**src/rtl/sequential_divider.sv**
```systemverilog
// Multi-cycle unsigned restoring divider: one quotient bit per clock, start-pulse in, registered result out.
// Optional feature macro: DIV_ZERO_DETECT_EN (early finish on a zero divisor, drives div_by_zero).
module sequential_divider #(
  parameter int WIDTH = 4
) (
  input  logic             clk,
  input  logic             rst,
  input  logic             start,
  input  logic [WIDTH-1:0] dividend,
  input  logic [WIDTH-1:0] divisor,
  output logic [WIDTH-1:0] quotient,
  output logic [WIDTH-1:0] remainder,
  output logic             busy,
  output logic             done,
  output logic             div_by_zero
);

  localparam int CNT_W = (WIDTH > 2) ? $clog2(WIDTH) : 1;
  localparam logic [CNT_W-1:0] LAST_CNT = CNT_W'(WIDTH - 1);

  typedef enum logic [1:0] {
    IDLE = 2'd0,
    INIT = 2'd1,
    ITER = 2'd2,
    DONE = 2'd3
  } state_t;

  state_t           state_q, state_d;
  logic [CNT_W-1:0] cnt_q, cnt_d;
  logic [WIDTH-1:0] quo_q, quo_d;
  logic [WIDTH-1:0] rem_q, rem_d;
  logic [WIDTH-1:0] r_q, r_d;
  logic [WIDTH-1:0] q_q, q_d;
  logic [WIDTH-1:0] d_q, d_d;
  logic [WIDTH-1:0] step_r, step_q;
`ifdef DIV_ZERO_DETECT_EN
  logic             dbz_q, dbz_d;
`endif

  // One restoring step. The partial remainder always stays below the divisor
  // (or equals a dividend prefix when the divisor is zero), so it fits in WIDTH
  // bits between steps; only the shifted trial value needs the extra bit.
  function automatic logic [2*WIDTH-1:0] restore_step(
    input logic [WIDTH-1:0] r,
    input logic [WIDTH-1:0] q,
    input logic [WIDTH-1:0] d
  );
    logic [WIDTH:0]   rs;
    logic [WIDTH-1:0] qs;
    rs = {r, q[WIDTH-1]};
    qs = {q[WIDTH-2:0], 1'b0};
    if (rs >= {1'b0, d}) begin
      rs    = rs - {1'b0, d};
      qs[0] = 1'b1;
    end
    return {rs[WIDTH-1:0], qs};
  endfunction

  always_comb begin
    {step_r, step_q} = restore_step(r_q, q_q, d_q);
  end

  always_comb begin
    state_d = state_q;
    cnt_d   = cnt_q;
    quo_d   = quo_q;
    rem_d   = rem_q;
    r_d     = r_q;
    q_d     = q_q;
    d_d     = d_q;
`ifdef DIV_ZERO_DETECT_EN
    dbz_d   = dbz_q;
`endif
    case (state_q)
      IDLE: begin
        if (start) begin
          q_d     = dividend;
          d_d     = divisor;
          state_d = INIT;
`ifdef DIV_ZERO_DETECT_EN
          dbz_d   = 1'b0;
`endif
        end
      end
      INIT: begin
        r_d     = '0;
        cnt_d   = '0;
        state_d = ITER;
`ifdef DIV_ZERO_DETECT_EN
        if (d_q == '0) begin
          quo_d   = '1;
          rem_d   = q_q;
          dbz_d   = 1'b1;
          state_d = DONE;
        end
`endif
      end
      ITER: begin
        r_d   = step_r;
        q_d   = step_q;
        cnt_d = cnt_q + CNT_W'(1);
        if (cnt_q == LAST_CNT) begin
          quo_d   = step_q;
          rem_d   = step_r;
          state_d = DONE;
        end
      end
      DONE: begin
        state_d = IDLE;
      end
      default: begin
        state_d = IDLE;
      end
    endcase
  end

  always_ff @(posedge clk or negedge rst) begin
    if (!rst) begin
      state_q <= IDLE;
      cnt_q   <= '0;
      quo_q   <= '0;
      rem_q   <= '0;
`ifdef DIV_ZERO_DETECT_EN
      dbz_q   <= 1'b0;
`endif
    end else begin
      state_q <= state_d;
      cnt_q   <= cnt_d;
      quo_q   <= quo_d;
      rem_q   <= rem_d;
`ifdef DIV_ZERO_DETECT_EN
      dbz_q   <= dbz_d;
`endif
    end
  end

  // Working registers are always reloaded before use, so they carry no reset.
  always_ff @(posedge clk) begin
    r_q <= r_d;
    q_q <= q_d;
    d_q <= d_d;
  end

  assign quotient  = quo_q;
  assign remainder = rem_q;
  assign busy      = (state_q == INIT) || (state_q == ITER);
  assign done      = (state_q == DONE);
`ifdef DIV_ZERO_DETECT_EN
  assign div_by_zero = dbz_q;
`else
  assign div_by_zero = 1'b0;
`endif

endmodule

```
**config.mk**
```make
export PLATFORM = sky130hd
export DESIGN_NAME = sequential_divider
export DESIGN_NICKNAME = d
export VERILOG_FILES = /design/src/rtl/sequential_divider.sv
export SDC_FILE = /design/constraint.sdc
export NUM_CORES = 1
export LEC_CHECK = 0
export BUFFER_PORTS_ARGS = -buffer_cell sky130_fd_sc_hd__buf_2
export CAP_MARGIN = 5
export CORE_MARGIN = 2
export CORE_UTILIZATION = 58
export DETAILED_ROUTE_END_ITERATION = 8
export PLACE_DENSITY_LB_ADDON = 0.1
export SETUP_SLACK_MARGIN = 0.15
export SYNTH_ARGS = -nofsm -noshare
export SYNTH_HDL_FRONTEND = slang
export SYNTH_SLANG_ARGS = --single-unit
export TNS_END_PERCENT = 10
```
**constraint.sdc**
```tcl
create_clock -name clk -period 3.7 [get_ports clk]
set_input_delay 0.37 -clock clk [delete_from_list [all_inputs] [get_ports clk]]
set_output_delay 0.37 -clock clk [all_outputs]
set_load 0.005 [all_outputs]
```
## Word-level counts from Yosys, hierarchy flattened

Index checks and enable logic that the tools add are counted.

| operators by class | value |
|---|---|
| reduce and logical (&&, ||, !) cells | 8 |
| $add $sub $neg | 2 |
| eq/ne operators | 6 |
| order comparisons | 1 |
| mux-type cells | 9 |

Operator list:

| cell | number |
|---|---|
| case mux 4 bit (2 select lines) | 2 |
| 2-to-1 mux 4 bit | 2 |
| case mux 2 bit (4 select lines) | 1 |
| AND reduction 2 bit | 4 |
| equality test 2 bit (second input constant) | 3 |
| >= comparator 5 x 4 -> 1 bit | 1 |
| 2-to-1 mux 2 bit | 2 |
| != test 2 bit (second input constant) | 2 |
| case mux 2 bit (2 select lines) | 1 |
| nonzero test 2 bit | 2 |
| subtractor 4 bit | 1 |
| adder 2 x 1 -> 2 bit (second input constant) | 1 |
| equality test 2 x 1 -> 1 bit (second input constant) | 1 |
| zero test 2 bit | 1 |
| logical OR 1 bit | 1 |
| 2-to-1 mux 1 bit | 1 |

| word-level totals | value |
|---|---|
| register bits | 24 |
| output and inout port bits | 11 |

## Longest topological paths before layout

Gate-level depths: netlist of run 1.

| logic depth | value |
|---|---|
| depth after elaboration | 3 |
| depth in mapped cells | 7 |
| gate-level depth less buffers | 6 |

## Worst setup path after synthesis of run 1

No wires, ideal clock.

| timing path | value |
|---|---|
| path type | reg2reg |
| start point | register r_q[1] |
| end point | register r_q[2] (data pin) |
| arrival | 1.483 ns |
| required time | 3.554 ns |
| clock period less this slack | 1.629 ns |
| buffers on the path | 0 |
| cell stages (with the launch flop) | 6 |
| setup slack | 2.071 ns |
| cell sequence | edfxtp_1 > ha_1 > o21ai_1 > a21oi_2 > or3b_1 > a21oi_1 |

| between the ends | value |
|---|---|
| cells in the longest elaborated chain, start to end | 3 |
| elaborated cells between the ends (all ways) | 4 |

Ends and longest elaborated chain:

| element | line | RTL |
|---|---|---|
| from (decl) | 32 | `logic [WIDTH-1:0] r_q, r_d;` |
| from (signal assigned) | 139 | `r_q <= r_d;` |
| subtractor 4 bit or >= comparator 5 x 4 -> 1 bit (tied branches) | 53, 52 |  |
| 2-to-1 mux 4 bit (*) | 52 | `if (rs >= {1'b0, d}) begin` |
| case mux 4 bit (2 select lines) (*) | 74 | `case (state_q)` |

Mark *: on every way between the ends. The rest lies on a longest branch, timed or not.
A chain may end at the register's enable or synchronous reset.

## Worst setup path after layout of run 1

| timing path | value |
|---|---|
| start point | register state_q[0] |
| end point | register quo_q[1] (netlist: quotient[1]) |

| between the ends | value |
|---|---|
| cells in the longest elaborated chain, start to end | 2 |

Ends and longest elaborated chain:

| element | line | RTL |
|---|---|---|
| from (decl) | 28 | `state_t state_q, state_d;` |
| from (signal assigned) | 127 | `state_q <= state_d;` |
| equality test 2 bit | 74 |  |
| AND reduction 2 bit (no source line) | - |  |
| to (signal assigned) | 129 | `quo_q <= quo_d;` |
| to (decl) | 30 | `logic [WIDTH-1:0] quo_q, quo_d;` |

No other way between the ends.

==> qor.yml, run 1 <==
synth-seq-area-share: 0.5546
skew_ns: 0.003498
worst-path-max-fanout: 13
vdd_drop_max_mv: 0.5527
synth_seq_cells: 24
yosys_warnings: 0
cp-end-kind: "flip-flop"
fin_tns_setup_ns: 0
combPwrFrac: 0.474
status: "completed"
first_pass_iters: 4
dp_hpwl_um: 1554
syn-cell-area_sq_um: 1191
fillers: 177
wire_per_inst_um: 13.37
dieArea_sq_um: 2432
grt.total_usage: 0.2001
maxCapViolCount: 0
wl_um: 2005
mostFrequentLayoutCells: "buf_2, dfrtp_1, edfxtp_1"
syn_nets: 121
fp-row-count: 16
worstSetupPathType: "reg -> reg"
gr-total-overflow: 0
cts_hold_buf: 1
slowest_delay_ns: 0.46
postCtsResizedCells: 0
fmax_ghz: 0.5438
hold_viol: 0
yosys.area_share.simple: 0.09769
drcViolationCount: 0
syn_to_final_growth_pct: 13.03
n_antenna_cell: 0
switching_power_mw: 0.4450
synthAdderAreaFrac: 0.1008
p_int_mw: 0.6925
synth.avg_cell_area_sq_um: 11.79
antenna_found_initial: 0
initial_core_util: 0.6134
fin_nets: 144
cts_inserted_buffers: 3
final_common_cell: "buf_2"
io_buffers: 20
clk_pin_slew_ns: 0.12
grt_pass1_vias: 769
switching_share: 0.3912
fin_area_sq_um: 1346
rrSetupSlack_ns: 1.86
clk_path_buf_depth: 2
finalCritPeriodShare: 0.4970
post-route-min-period_ns: 1.839
via_per_inst: 5.327
drive_gt1_frac: 0.2520
post_dp_cell_area_sq_um: 1310
hold_class: "in -> reg"
slew_violations: 0
fp.dieW_um: 49.32
worst_setup_path_start_kind: "flip-flop"
synthMuxAreaShare: 0.06618
vias: 799
postCtsSetupRepairBufs: 0
clkPwrFrac: 0.102
drt_iter0_drc: 22
cts_root_buffer: "clkbuf_4"
p_seq_frac: 0.424
synth_compound_gate_area_share: 0.1229
crit_slowest_cell: "ha_1"
setup_violations: 0
path_cells: "inv_1 > ha_1 > nand2_1 > mux2_1"
hold_path_depth: 1
crit_arrival_ns: 2.05
p_leak_nw: 0.6188
synth_top_family_by_area: "compound AO/OA/AOI/OAI gates"
ios: 22
dieHeight_um: 49.32
core-area_sq_um: 1942
cts_htree_levels: 1
power.density_nw_per_um2: 844.9
synth_cell_type_count: 35
critPathRequiredTime_ns: 3.91
clock_sinks: 24
grt_pass1_wl_um: 3615
clk_latency_ns: 0.31
gp_congestion: 0.7538
detail-route-antenna-nets: 0
grt_start_max_net_pins: 14
cts_tree: "built"
synth_xor_area_frac: 0.007353
synthCells: 101
rsz0062_at_grt: "false"
reg2reg_depth: 4
==> path summary, 6_finish.rpt <==
check | endpoint | from
worst max register to register | quotient[1] | state_q[0]
worst min-delay path | d_q[2] | divisor[2]
worst max-delay path | quotient[1] | state_q[0]
max in group asynchronous | remainder[2] | rst
min in group asynchronous | quotient[2] | rst
worst min register to register | remainder[3] | remainder[3]
==> cell families after synthesis <==
family / Yosys count
compound gates: 21
xor+xnor: 1
fa+ha+maj: 9
buf+inv: 14
flops: 24
mux: 7
other cells: 1
simple gates: 24
==> cell usage after synthesis <==
| cell type | n | area, sq um |
|---|---|---|
| dfrtp_1 | 12 | 300.3 |
| edfxtp_1 | 12 | 360.4 |
| inv_1 | 10 | 37.54 |
| ha_1 | 8 | 100.1 |
| nand2_1 | 6 | 22.52 |
| nor2_1 | 5 | 18.77 |
| o21ai_0 | 5 | 25.02 |
| a21oi_1 | 4 | 20.02 |
| mux2_2 | 4 | 45.04 |
| nor3_1 | 4 | 20.02 |
| mux2_1 | 3 | 33.78 |
| nand3_1 | 3 | 15.01 |
| clkbuf_1 | 2 | 7.510 |
| o31ai_1 | 2 | 15.01 |
| a211oi_1 | 1 | 7.510 |
| a21oi_2 | 1 | 8.760 |
| a2bb2oi_1 | 1 | 8.760 |
| a41oi_2 | 1 | 16.27 |
| and2_1 | 1 | 6.260 |
| buf_4 | 1 | 7.510 |
| conb_1 | 1 | 3.750 |
| fa_1 | 1 | 20.02 |
| inv_2 | 1 | 3.750 |
| nand2b_1 | 1 | 6.260 |
| nand4_1 | 1 | 6.260 |
| nor2_2 | 1 | 6.260 |
| o211ai_1 | 1 | 7.510 |
| o21a_1 | 1 | 7.510 |
| o21ai_1 | 1 | 5.000 |
| o21bai_1 | 1 | 7.510 |
| o22a_1 | 1 | 8.760 |
| o32ai_1 | 1 | 8.760 |
| or2_1 | 1 | 6.260 |
| or3b_1 | 1 | 8.760 |
| xnor2_1 | 1 | 8.760 |
==> metal layers <==
layer	global-route usage	wire length [um]
met5	0	0
met3	0.02761	50
met1	0.2676	900
met4	0.1000	47
met2	0.3198	1007
==> state kept, by name, summed over array words and instances, names as in the netlist <==
| name | count |
|---|---|
| q_q | 4 |
| remainder | 4 |
| quotient | 4 |
| cnt_q | 2 |
| state_q | 2 |
| r_q | 4 |
| d_q | 4 |
==> stage by stage <==
step	util	total power, mW	hold WS (ns)	std cells	setup WS [ns]
floorplan	-	0.8739	0.07441	101	2.071
global placement	0.6746	1.014	0.2579	145	1.923
detailed placement	0.6746	1.028	0.2648	145	1.864
CTS	0.6933	1.149	0.2144	150	1.861
global route	0.6933	1.245	0.2060	150	1.689
finish	0.6933	1.137	0.2258	150	1.861
==> cell type report <==
class / instances / area, sq um / area share
sequential: 24 / 660.6 / 0.4907
multi-input combinational: 63 / 474.2 / 0.3522
timing repair buffer: 21 / 110.1 / 0.08178
inverter: 11 / 41.29 / 0.03067
tap: 27 / 33.78 / 0.02509
clock buffer: 4 / 26.28 / 0.01952
==> critical path, delay by kind of cell (launching register included) <==
family	cells	cell delay, ns
buffers and inverters	1	0.08
and+or+nand+nor	1	0.38
muxes	1	0.40
adders and majority gates	1	0.46
DFF	1	0.42
==> power by group through the flow <==
| stage | clock [mW] | sequential (mW) | combinational, mW |
|---|---|---|---|
| 2_1_floorplan | 0 | 0.476 | 0.398 |
| 3_3_place_gp | 0 | 0.485 | 0.529 |
| 3_5_place_dp | 0 | 0.488 | 0.540 |
| 4_1_cts | 0.122 | 0.482 | 0.545 |
| 5_1_grt | 0.132 | 0.499 | 0.614 |
| 6_report | 0.116 | 0.482 | 0.540 |
Note: power is estimated with default switching activity, not from simulation.
==> inputs of run 2 (changes only) <==
--- a/config.mk
+++ b/config.mk
@@ -8,7 +8,7 @@
 export BUFFER_PORTS_ARGS = -buffer_cell sky130_fd_sc_hd__buf_2
 export CAP_MARGIN = 5
 export CORE_MARGIN = 2
-export CORE_UTILIZATION = 58
+export CORE_UTILIZATION = 48
 export DETAILED_ROUTE_END_ITERATION = 8
 export PLACE_DENSITY_LB_ADDON = 0.1
 export SETUP_SLACK_MARGIN = 0.15
==> constraint.sdc (replaced) <==
create_clock -name clk -period 1.5 [get_ports clk]
set_input_delay 0.15 -clock clk [delete_from_list [all_inputs] [get_ports clk]]
set_output_delay 0.15 -clock clk [all_outputs]
set_load 0.005 [all_outputs]
==> run 2 against run 1 <==
The flow now finishes with violations (negative setup slack); design area rose by 28%; hold slack got worse by 0.11 ns; fmax rose by 9.1%; count of clock-buffer cells in the layout fell by 1; critical endpoint is now r_q[2]; die area rose by 19%; clock skew rose by 0.0068 ns; non-clock buffer count rose by 26; setup slack got worse by 2.0 ns; final cell count rose by 19%; sequential cell count did not move; first-iteration DRC count fell by 68%; largest power group unchanged.
==> qor.yml, run 2 (synthesis gave the netlist of run 1 again) <==
initial_core_util: 0.4943
switching_power_mw: 1.484
rsz0062_at_grt: "true"
slew_violations: 0
power.density_nw_per_um2: 2343
worst_setup_path_start_kind: "flip-flop"
grt_start_max_net_pins: 15
dieArea_sq_um: 2896
skew_ns: 0.01034
cts_inserted_buffers: 3
hold_class: "in -> reg"
wl_um: 2707
fin_nets: 170
cp-startpoint: "r_q[1]"
fp.dieW_um: 53.82
combPwrFrac: 0.585
p_seq_frac: 0.298
io_buffers: 20
fp-row-count: 18
holdWs_ns: 0.1141
vdd_drop_max_mv: 1.726
p_int_mw: 2.562
clk_latency_ns: 0.32
via_per_inst: 5.168
grt.total_usage: 0.2026
clkPwrFrac: 0.117
gr-total-overflow: 0
detail-route-antenna-nets: 0
post-route-min-period_ns: 1.686
dieHeight_um: 53.82
worstSetupPathType: "reg -> reg"
setup_slack_ns: -0.1859
cp-endpoint: "r_q[2]"
maxCapViolCount: 0
reg2reg_depth: 5
core-area_sq_um: 2410
vias: 925
syn_to_final_growth_pct: 44.96
clk_pin_slew_ns: 0.14
first_pass_iters: 4
drive_gt1_frac: 0.4765
worst-path-max-fanout: 7
setup_violations: 10
antenna_found_initial: 0
r2r_end: "r_q[2]"
hold_viol: 0
cts_htree_levels: 1
cts_root_buffer: "clkbuf_4"
n_antenna_cell: 0
wire_per_inst_um: 15.12
critPathRequiredTime_ns: 1.68
gp_congestion: 0.8026
status: "finished with violations"
cts_tree: "built"
p_total_mw: 4.046
fmax_ghz: 0.5932
grt_pass1_wl_um: 4008
finalCritPeriodShare: 1.124
r2r-start: "r_q[1]"
mostFrequentLayoutCells: "buf_2, buf_4, dfrtp_1, edfxtp_1, inv_1"
dp_hpwl_um: 1837
clock_sinks: 24
ios: 22
crit_arrival_ns: 1.87
switching_share: 0.3668
hp-start: "dividend[2]"
grt_pass1_vias: 906
rrSetupSlack_ns: -0.19
final_common_cell: "buf_2"
drcViolationCount: 0
violations: "negative setup slack"
p_leak_nw: 0.7743
drt_iter0_drc: 7
clk_path_buf_depth: 2
cp-end-kind: "flip-flop"
## run 2: cell count changes in the layout (fill, tap and decap cells not counted), moves of 2 or more
cell	change
ha_4	+5
nand2_2	+2
nor2_1	-2
nand2_1	-2
buf_6	+3
buf_4	+19
ha_1	-5
dlygate4sd3_1	+4
## run 2: worst min path at each step
stage	end	slack, ns	cells after the start
after floorplan	cnt_q[0]	-0.15	0
after global placement	remainder[3]	0.04	1
after detailed placement	remainder[3]	0.04	1
after CTS	d_q[3]	0.005	1
after global routing	q_q[1]	0.11	2
final	q_q[2]	0.11	2
## run 2: worst max-delay path, cell delays in order (launching register included)
cell and delay, ns:
edfxtp_1 0.47, ha_4 0.27, nand4_1 0.12, nand2_2 0.12, or3b_4 0.42, a21oi_2 0.15
## run 2: routing by layer
layer	GRT usage	wire [um]
met3	0.03889	92
met5	0	0
met1	0.2383	1083
met2	0.3496	1480
met4	0.1026	50
## run 2: cell type report
type | instances | area, sq um
multi-input cells | 63 | 608.1
flip-flops and latches | 24 | 660.6
clock buffers | 3 | 22.52
repair buffers | 47 | 326.6
inverters | 11 | 41.29
fillers | 184 | 683.2
well taps | 30 | 37.54
clock inverters | 1 | 30.03
## run 2: per-stage QoR
step           setup WS, ns  area [sq um]  utilization  instances  setup TNS [ns]
3_5_place_dp        -0.1872          1449       0.6012        164          -1.317
4_1_cts             -0.1497          1668       0.6921        177         -0.7820
6_report            -0.1859          1727       0.7165        179         -0.9801
3_3_place_gp        -0.1592          1449       0.6012        164         -0.8881
2_1_floorplan      -0.05832          1207            -        101         -0.1662
5_1_grt             -0.2367          1727       0.7165        179          -1.889
## run 2: repair_timing
| item | 4_1_cts | 5_1_grt |
|---|---|---|
| setup buffers | 5 | 1 |
| endpoints found under the hold margin | 15 | 1 |
| setup endpoints to repair | 22 | 23 |
| pin swaps | 8 | 3 |
| hold buffers | 4 | 1 |
| gates resized for setup | 17 | 8 |
## run 2: power groups by stage
stage          combinational, mW  clock, mW  sequential [mW]
4_1_cts                     2.17      0.485             1.19
5_1_grt                     2.58      0.507             1.23
2_1_floorplan               1.01          0             1.18
3_3_place_gp                1.67          0             1.19
6_report                    2.37      0.474             1.20
3_5_place_dp                1.73          0             1.21
==> inputs of run 3 (changes only) <==
--- a/config.mk
+++ b/config.mk
@@ -8,7 +8,7 @@
 export BUFFER_PORTS_ARGS = -buffer_cell sky130_fd_sc_hd__buf_2
 export CAP_MARGIN = 5
 export CORE_MARGIN = 2
-export CORE_UTILIZATION = 48
+export CORE_UTILIZATION = 58
 export DETAILED_ROUTE_END_ITERATION = 8
 export PLACE_DENSITY_LB_ADDON = 0.1
 export SETUP_SLACK_MARGIN = 0.15
==> constraint.sdc (replaced) <==
create_clock -name clk -period 2 [get_ports clk]
set_input_delay 0.2 -clock clk [delete_from_list [all_inputs] [get_ports clk]]
set_output_delay 0.2 -clock clk [all_outputs]
set_load 0.005 [all_outputs]
==> run 3 against run 2 <==
The run now ends clean; non-clock buffer count decreased by 23; die area decreased by 16%; total power decreased by 45%; clock power decreased by 55%; register-to-register slack improved by 0.42 ns; wire length decreased by 23%; fmax decreased by 4.5%; critical endpoint unchanged.
==> qor.yml, run 3 (synthesis gave the netlist of run 1 again) <==
initial_core_util: 0.6134
fp.dieW_um: 49.32
p_seq_frac: 0.400
status: "completed"
dp_slack_ns: 0.2041
io_buffers: 20
gr-total-overflow: 0
clk_latency_ns: 0.31
fin_nets: 147
dp_hpwl_um: 1589
fmax_ghz: 0.5666
worst_setup_path_start_kind: "flip-flop"
cts_tree: "built"
ios: 22
fp-row-count: 16
vdd_drop_max_mv: 1.174
slew_violations: 0
reg2reg_depth: 5
first_pass_iters: 4
p_leak_nw: 0.6369
clk_pin_slew_ns: 0.12
grt_start_max_net_pins: 14
hold_path_end: "d_q[1]"
clk_path_buf_depth: 2
post-route-min-period_ns: 1.765
rrSetupSlack_ns: 0.24
switching_share: 0.3931
syn_to_final_growth_pct: 17.33
drt_iter0_drc: 17
r2r-start: "r_q[0]"
r2r_end: "r_q[2]"
grt.total_usage: 0.1819
crit_slowest_cell: "edfxtp_1"
hold_path_depth: 1
maxCapViolCount: 0
switching_power_mw: 0.8779
cts_root_buffer: "clkbuf_4"
detail-route-antenna-nets: 0
cts_inserted_buffers: 3
mostFrequentLayoutCells: "buf_2, dfrtp_1, edfxtp_1"
setup_slack_ns: 0.2352
power.density_nw_per_um2: 1598
fin_tns_setup_ns: 0
cp-end-kind: "flip-flop"
critPathRequiredTime_ns: 2.17
p_int_mw: 1.355
hp-start: "divisor[1]"
drcViolationCount: 0
rsz0062_at_grt: "false"
gp_congestion: 0.8736
core-area_sq_um: 1942
drive_gt1_frac: 0.3016
path_cells: "ha_1 > nand2b_1 > a21oi_4 > or3b_4 > a21oi_1"
finalCritPeriodShare: 0.8824
grt_pass1_wl_um: 3353
vias: 834
n_antenna_cell: 0
hold_class: "in -> reg"
dieHeight_um: 49.32
post_dp_cell_area_sq_um: 1318
grt_pass1_vias: 789
dieArea_sq_um: 2432
fin_area_sq_um: 1398
antenna_found_initial: 0
hold_viol: 0
clkPwrFrac: 0.095
skew_ns: 0.003851
crit_arrival_ns: 1.93
wire_per_inst_um: 13.65
via_per_inst: 5.451
final_common_cell: "buf_2"
clock_sinks: 24
fillers: 144
slowest_delay_ns: 0.46
combPwrFrac: 0.505
cts_htree_levels: 1
worst-path-max-fanout: 10
wl_um: 2088
worstSetupPathType: "reg -> reg"
setup_violations: 0
-- run 3: metrics by stage --
step | utilization | total power, mW | hold WS, ns | cells
floorplan | - | 1.617 | -0.09559 | 101
global placement | 0.6785 | 1.889 | 0.08698 | 146
detailed placement | 0.6785 | 1.929 | 0.09055 | 146
CTS | 0.6972 | 2.145 | 0.04700 | 151
global route | 0.7197 | 2.393 | 0.03778 | 153
finish | 0.7197 | 2.233 | 0.05722 | 153
-- run 3: cell type report --
type / instances / area [sq um] / area share
inverters: 11 / 41.29 / 0.02954
multi-input cells: 63 / 503.0 / 0.3599
well taps: 27 / 33.78 / 0.02417
clock buffers: 3 / 22.52 / 0.01611
flip-flops and latches: 24 / 660.6 / 0.4727
clock inverters: 1 / 3.754 / 0.002686
repair buffers: 24 / 132.6 / 0.09490
-- run 3: how the worst max path moves through the flow --
stage,startpoint,end,slack (ns)
global route,r_q[0],r_q[2],0.15
CTS,r_q[1],r_q[2],0.17
finish,r_q[0],r_q[2],0.24
detailed placement,r_q[1],r_q[2],0.20
global placement,r_q[0],r_q[2],0.25
floorplan,r_q[1],r_q[2],0.37
-- run 3: layer usage --
| layer | wire, um | track usage | vias to the layer above | share of wire |
|---|---|---|---|---|
| li1 | - | - | 407 | - |
| met1 | 884 | 0.2273 | 404 | 0.42 |
| met2 | 1107 | 0.3131 | 20 | 0.53 |
| met3 | 74 | 0.03988 | 3 | 0.035 |
| met4 | 21 | 0.05714 | 0 | 0.010 |
| met5 | 0 | 0 | - | 0 |
-- run 3: worst max-delay path, delay by kind of cell (launching register included) --
family	cells	cell delay [ns]
DFF	1	0.46
AOI/OAI and AO/OA	2	0.27
and+or+nand+nor	2	0.57
adders and majority gates	1	0.34
-- run 3: power groups by stage --
| stage | clock (mW) | combinational [mW] | sequential [mW] |
|---|---|---|---|
| 2_1_floorplan | 0 | 0.736 | 0.881 |
| 4_1_cts | 0.220 | 1.04 | 0.889 |
| 6_report | 0.212 | 1.13 | 0.893 |
| 3_5_place_dp | 0 | 1.03 | 0.901 |
| 5_1_grt | 0.229 | 1.25 | 0.918 |
| 3_3_place_gp | 0 | 1.00 | 0.889 |
-- run 3: repair_timing --
| item | CTS | global route |
|---|---|---|
| hold endpoints to repair | 12 | 0 |
| setup buffers | 0 | 2 |
| hold buffers | 1 | 0 |
| setup endpoints to repair | 0 | 2 |
| resized for setup | 0 | 5 |
